### config.mk
export PLATFORM = sky130hd
export DESIGN_NAME = ch4_sequencer_flat
export DESIGN_NICKNAME = d
export VERILOG_FILES = /design/src/rtl/ch4_sequencer_if.sv /design/src/rtl/ch4_sequencer.sv /design/src/flat_wrapper.sv
export SDC_FILE = /design/constraint.sdc
export NUM_CORES = 1
export LEC_CHECK = 0
export CAP_MARGIN = 20
export CORE_UTILIZATION = 46
export DETAILED_ROUTE_END_ITERATION = 8
export PLACE_DENSITY = 0.74
export SLEW_MARGIN = 0
export SYNTH_ARGS = -nofsm -noshare
export SYNTH_HDL_FRONTEND = slang
export SYNTH_SLANG_ARGS = --single-unit
### constraint.sdc
create_clock -name nphi -period 3.1 [get_ports nphi]
set_input_delay 0.31 -clock nphi [delete_from_list [all_inputs] [get_ports nphi]]
set_output_delay 0.31 -clock nphi [all_outputs]
set_load 0.05 [all_outputs]
### src/rtl/ch4_sequencer_if.sv
// Bus between register decode / frame sequencer and the channel 4 control sequencer.
interface ch4_sequencer_if;
   logic       apu_en;
   logic       tick_512;
   logic       wr_ff20;
   logic       wr_ff21;
   logic       wr_ff23;
   logic [7:0] wdata;
   logic       ch4_restart;
   logic       ch4_active;
   logic       nch4_active;
   logic       nch4_amp_en;
   logic       ch4_len_tick;
   logic       ch4_eg_tick;
   logic       ff23_d6;

   modport master (
      output apu_en, tick_512, wr_ff20, wr_ff21, wr_ff23, wdata,
      input  ch4_restart, ch4_active, nch4_active, nch4_amp_en,
             ch4_len_tick, ch4_eg_tick, ff23_d6
   );

   modport slave (
      input  apu_en, tick_512, wr_ff20, wr_ff21, wr_ff23, wdata,
      output ch4_restart, ch4_active, nch4_active, nch4_amp_en,
             ch4_len_tick, ch4_eg_tick, ff23_d6
   );
endinterface

### src/rtl/ch4_sequencer.sv
// Noise channel 4 length/trigger/restart sequencer; strobes are combinational, state registered.
// Optional CH4_LEN_EXTRA_CLOCK_EN: extra length clock when len_en rises on an odd frame step.
module ch4_sequencer #(
   parameter int RESTART_CYCLES = 2,
   parameter int LEN_BITS       = 6
) (
   input  logic           nphi,
   input  logic           napu_reset,
   ch4_sequencer_if.slave bus
);
   localparam int RCW = $clog2(RESTART_CYCLES + 1);
   localparam logic [0:0] S_IDLE    = 1'b0;
   localparam logic [0:0] S_RESTART = 1'b1;
   localparam logic [LEN_BITS:0] LEN_MAX = {1'b1, {LEN_BITS{1'b0}}};
   localparam logic [LEN_BITS:0] LEN_ONE = (LEN_BITS + 1)'(1);
   localparam logic [RCW-1:0]    R_LOAD  = RCW'(RESTART_CYCLES);
   localparam logic [RCW-1:0]    R_ONE   = RCW'(1);

   logic [2:0]          fs, fs_nx;
   logic [LEN_BITS:0]   len_cnt, len_nx;
   logic                len_en, len_en_nx;
   logic                dac_en, dac_en_nx;
   logic                active, act_nx;
   logic [0:0]          state, state_nx;
   logic [RCW-1:0]      rcnt, rcnt_nx;
   logic                len_tick, eg_tick, trig;

   always_comb begin
      len_tick  = bus.apu_en & bus.tick_512 & ~fs[0];
      eg_tick   = bus.apu_en & bus.tick_512 & (fs == 3'd7);
      trig      = bus.wr_ff23 & bus.wdata[7];
      fs_nx     = bus.tick_512 ? fs + 3'd1 : fs;
      len_en_nx = bus.wr_ff23 ? bus.wdata[6] : len_en;
      dac_en_nx = bus.wr_ff21 ? |bus.wdata[7:3] : dac_en;
      len_nx    = len_cnt;
      act_nx    = active;
      state_nx  = state;
      rcnt_nx   = rcnt;

      if (trig)
         act_nx = dac_en_nx;

      if (bus.wr_ff20) begin
         len_nx = {1'b0, bus.wdata[LEN_BITS-1:0]};
      end else begin
`ifdef CH4_LEN_EXTRA_CLOCK_EN
         if (bus.wr_ff23 && bus.wdata[6] && !len_en && fs[0] && len_nx < LEN_MAX) begin
            len_nx = len_nx + LEN_ONE;
            if (len_nx == LEN_MAX && !trig)
               act_nx = 1'b0;
         end
`endif
         // Trigger reloads an expired counter before this cycle's length tick is applied.
         if (trig && len_nx == LEN_MAX)
            len_nx = '0;
         if (len_tick && len_en_nx && len_nx < LEN_MAX) begin
            len_nx = len_nx + LEN_ONE;
            if (len_nx == LEN_MAX)
               act_nx = 1'b0;
         end
      end

      if (!dac_en_nx)
         act_nx = 1'b0;

      if (trig) begin
         state_nx = S_RESTART;
         rcnt_nx  = R_LOAD;
      end else if (state == S_RESTART) begin
         rcnt_nx = rcnt - R_ONE;
         if (rcnt_nx == '0)
            state_nx = S_IDLE;
      end
   end

   always_ff @(posedge nphi or negedge napu_reset) begin
      if (!napu_reset) begin
         fs      <= '0;
         len_cnt <= '0;
         len_en  <= 1'b0;
         dac_en  <= 1'b0;
         active  <= 1'b0;
         state   <= S_IDLE;
         rcnt    <= '0;
      end else if (!bus.apu_en) begin
         fs      <= '0;
         len_cnt <= '0;
         len_en  <= 1'b0;
         dac_en  <= 1'b0;
         active  <= 1'b0;
         state   <= S_IDLE;
         rcnt    <= '0;
      end else begin
         fs      <= fs_nx;
         len_cnt <= len_nx;
         len_en  <= len_en_nx;
         dac_en  <= dac_en_nx;
         active  <= act_nx;
         state   <= state_nx;
         rcnt    <= rcnt_nx;
      end
   end

   assign bus.ch4_restart  = (state == S_RESTART);
   assign bus.ch4_active   = active;
   assign bus.nch4_active  = ~active;
   assign bus.nch4_amp_en  = ~dac_en;
   assign bus.ch4_len_tick = len_tick;
   assign bus.ch4_eg_tick  = eg_tick;
   assign bus.ff23_d6      = len_en;
endmodule

### src/flat_wrapper.sv
// flat-port wrapper written by rule: the top's interface ports become plain ports
module ch4_sequencer_flat 
#(
   parameter int RESTART_CYCLES = 2,
   parameter int LEN_BITS       = 6
)
  (nphi, napu_reset, bus_apu_en, bus_tick_512, bus_wr_ff20, bus_wr_ff21, bus_wr_ff23, bus_wdata, bus_ch4_restart, bus_ch4_active, bus_nch4_active, bus_nch4_amp_en, bus_ch4_len_tick, bus_ch4_eg_tick, bus_ff23_d6);
  ch4_sequencer_if bus_i ();
  input  logic nphi;
  input  logic napu_reset;
  input wire logic [$bits(bus_i.apu_en)-1:0] bus_apu_en;
  input wire logic [$bits(bus_i.tick_512)-1:0] bus_tick_512;
  input wire logic [$bits(bus_i.wr_ff20)-1:0] bus_wr_ff20;
  input wire logic [$bits(bus_i.wr_ff21)-1:0] bus_wr_ff21;
  input wire logic [$bits(bus_i.wr_ff23)-1:0] bus_wr_ff23;
  input wire logic [$bits(bus_i.wdata)-1:0] bus_wdata;
  output wire logic [$bits(bus_i.ch4_restart)-1:0] bus_ch4_restart;
  output wire logic [$bits(bus_i.ch4_active)-1:0] bus_ch4_active;
  output wire logic [$bits(bus_i.nch4_active)-1:0] bus_nch4_active;
  output wire logic [$bits(bus_i.nch4_amp_en)-1:0] bus_nch4_amp_en;
  output wire logic [$bits(bus_i.ch4_len_tick)-1:0] bus_ch4_len_tick;
  output wire logic [$bits(bus_i.ch4_eg_tick)-1:0] bus_ch4_eg_tick;
  output wire logic [$bits(bus_i.ff23_d6)-1:0] bus_ff23_d6;
  assign bus_i.apu_en = bus_apu_en;
  assign bus_i.tick_512 = bus_tick_512;
  assign bus_i.wr_ff20 = bus_wr_ff20;
  assign bus_i.wr_ff21 = bus_wr_ff21;
  assign bus_i.wr_ff23 = bus_wr_ff23;
  assign bus_i.wdata = bus_wdata;
  assign bus_ch4_restart = bus_i.ch4_restart;
  assign bus_ch4_active = bus_i.ch4_active;
  assign bus_nch4_active = bus_i.nch4_active;
  assign bus_nch4_amp_en = bus_i.nch4_amp_en;
  assign bus_ch4_len_tick = bus_i.ch4_len_tick;
  assign bus_ch4_eg_tick = bus_i.ch4_eg_tick;
  assign bus_ff23_d6 = bus_i.ff23_d6;
  ch4_sequencer #(.RESTART_CYCLES(RESTART_CYCLES), .LEN_BITS(LEN_BITS)) u_core (.nphi(nphi), .napu_reset(napu_reset), .bus(bus_i));
endmodule
==> metrics <==
run status finished, final reports clean; Die H 46.7 microns; WP buf/inv 2; Synth Register Bits 16; Seq/Total Area, Yosys 0.436; Slew @ Worst Pin 706 ps; post-synth net total 118; clock-pin slew of the registers on the worst-case setup and hold paths 100 ps; top post-synthesis cells by count dfrtp_1 (16), inv_1 (10), a31oi_1 (7), nor2_1 (7); Post-CTS Resized 0; GPL Wtd Cong 0.808; CTS max path bufs 2; Setup CP Type input port to output pin; PwrDens 399 mW/mm^2; Clk pwr share 0.299; dpl ws 685 ps; Ports 22; largest net degree at the start of global routing 17; number of post-CTS setup repair buffers 0; Post-Syn Instances 98; input/output buffers 21; Setup Total Neg Slack 0 ps; Wirelength per Cell 13.5 microns; worst-path fanout max 10; Fin. Hold Viols 0; Mean Syn Cell Area 9.37 sq um; synth warn 0; hpwl dp 1430 microns; Nets 140; synth unique cells 27; Total GRT Usage 0.210; root buffer cell clkbuf_4; Synth Area in Adders 0.0681; clk_skew 3.20 ps; First DRT Iteration DRCs 13; vias post-DR 823; sw frac 0.283; cell seen most often among critical-path stages clkdlybuf4s50_1; DRT Pass-1 Iters 4; crit path capture type output pin; CP max stage cell clkdlybuf4s50_1; Achievable Freq 428 MHz; full die area 0.00218 sq mm; Lkg Pwr 0.493 nW; antenna cells 0; H-tree lvl count 1; internal power 336 uW; largest area contributor in the netlist dfrtp_1; most common flop cell mapped by yosys dfrtp_1; Peak VDD IR 0.339 mV; Initial Util 0.510; post-synthesis mux area share 0.0436; Core ar. 0.00180 sq mm; Crit path largest cell delay 810 ps; crit share post-route 0.753; Sw Pwr 133 uW; min Tclk post-route 2330 ps; RSZ-0062 raised after global routing false; Clock Sinks 16; TritonCTS clock tree done; synth top area cells dfrtp_1 (44%), ha_1 (6.8%), or4_1 (4.9%); area fraction of the dominant cell type after synthesis 0.436; final slew viol count 0; global-route wire length before repair 3180 microns; Post-synth EDFFs 0; Final Non-Filler Cells 144; CTS Hold Bufs 0; mapped cell area 918 sq um; slew margin rel. 0.528; most frequent cell after synthesis dfrtp_1; via/cell ratio 5.72; CP cell instances clkdlybuf4s50_1, nand2_1, nor2_1, clkdlybuf4s50_1; largest family of logic cells by synthesized area simple AND/OR/NAND/NOR gates; Inst Count DP 140; GR Overflow Total 0; Post-Route WL 1950 microns; Hold Crit Class input port to async pin; initial antenna violation count 0; clock latency on the worst-skew pair 290 ps; final-report setup violation count 0; critical path required time 2790 ps; row count 15; Post-Synth Simple-Gate Area 0.185; share of layout cells above drive strength 1 0.0504; xor and xnor area share after synthesis 0.0191; asr flop ratio synth 1.00; Area growth syn-to-layout 27.8%; via count of the first global-routing pass 758; Die X 46.7 microns; combinational share of power 0.200; ANT nets after route 0; cell family with most CP delay buffers and inverters; setup ws final 766 ps; WP data arrival 2020 ps; MaxCap Viol Count 0; Synth Area in Compound Gates 0.183; crit start category input port; DRC Markers 0; CTS buffer count 3; proportion of power drawn by flip-flops and latches 0.501
[routing by layer]
metal	share of wire	vias up	global-route usage	wire, microns
met2	0.46	25	0.347	901
met4	0.013	0	0.0857	26
li1	-	409	-	-
met5	0	-	0	0
met1	0.46	385	0.268	900
met3	0.063	4	0.0392	122
[registers in the layout, indices dropped and copies added, names as in the netlist]
register,flops
u_core.fs,3
u_core.rcnt,2
u_core.bus.ch4_restart,1
u_core.len_cnt,7
u_core.dac_en,1
u_core.bus.ch4_active,1
u_core.bus.ff23_d6,1
[cell usage in the layout, fill, tap and decap left out, types with 2 or more instances in the layout]
| cell | instances |
|---|---|
| a31oi_1 | 7 |
| ha_1 | 5 |
| or4_1 | 6 |
| mux2i_1 | 4 |
| or4b_1 | 2 |
| o21ai_0 | 6 |
| and3_1 | 2 |
| clkdlybuf4s50_1 | 21 |
| o31ai_1 | 4 |
| nand2_1 | 6 |
| dfrtp_1 | 16 |
| a21oi_1 | 4 |
| clkbuf_4 | 3 |
| inv_1 | 10 |
| nor2_1 | 7 |
| nand3_1 | 2 |
| nor3_1 | 3 |
[power by group through the flow]
stage          Combinational, mW  Clock [mW]  Sequential [mW]
2_1_floorplan             0.0453           0            0.244
3_3_place_gp              0.0928           0            0.238
3_5_place_dp              0.0948           0            0.239
4_1_cts                   0.0954       0.145            0.235
5_1_grt                    0.105       0.153            0.237
6_report                  0.0939       0.140            0.235
[metrics by stage]
| step | hold WS [ps] | power, mW | instance area [sq um] | util |
|---|---|---|---|---|
| after floorplan | 14.4 | 0.289 | 918 | - |
| after global placement | 508 | 0.331 | 1140 | 0.631 |
| after detailed placement | 525 | 0.334 | 1140 | 0.631 |
| after CTS | 467 | 0.475 | 1170 | 0.651 |
| after global routing | 506 | 0.495 | 1170 | 0.651 |
| final | 438 | 0.469 | 1170 | 0.651 |
[logic make-up after synthesis]
kind of cell    after synthesis
simple gates                 31
buf+inv                      14
flops                        16
mux                           4
fa+ha+maj                     5
compound gates               26
xor+xnor                      2
[final timing paths]
check,startpoint,cells past startpoint,endpoint,slack (ps)
worst max-delay path,bus_apu_en,4,bus_ch4_len_tick,770
worst min-delay path,napu_reset,1,u_core.len_cnt[4],440
worst max register to register,u_core.len_cnt[0],6,u_core.len_cnt[1],790
worst min register to register,u_core.fs[2],2,u_core.fs[2],540
max in group asynchronous,napu_reset,1,u_core.fs[0],2220
min in group nphi,u_core.fs[2],2,u_core.fs[2],540
[final cells by class]
cell class	instances	area, sq um
Fill cell	162	628
Multi-Input combinational cell	68	458
Sequential cell	16	400
Timing Repair Buffer	21	210
Inverter	10	37.5
Clock buffer	4	36.3
Tap cell	25	31.3
No activity file was read; power rests on OpenSTA's default activity.
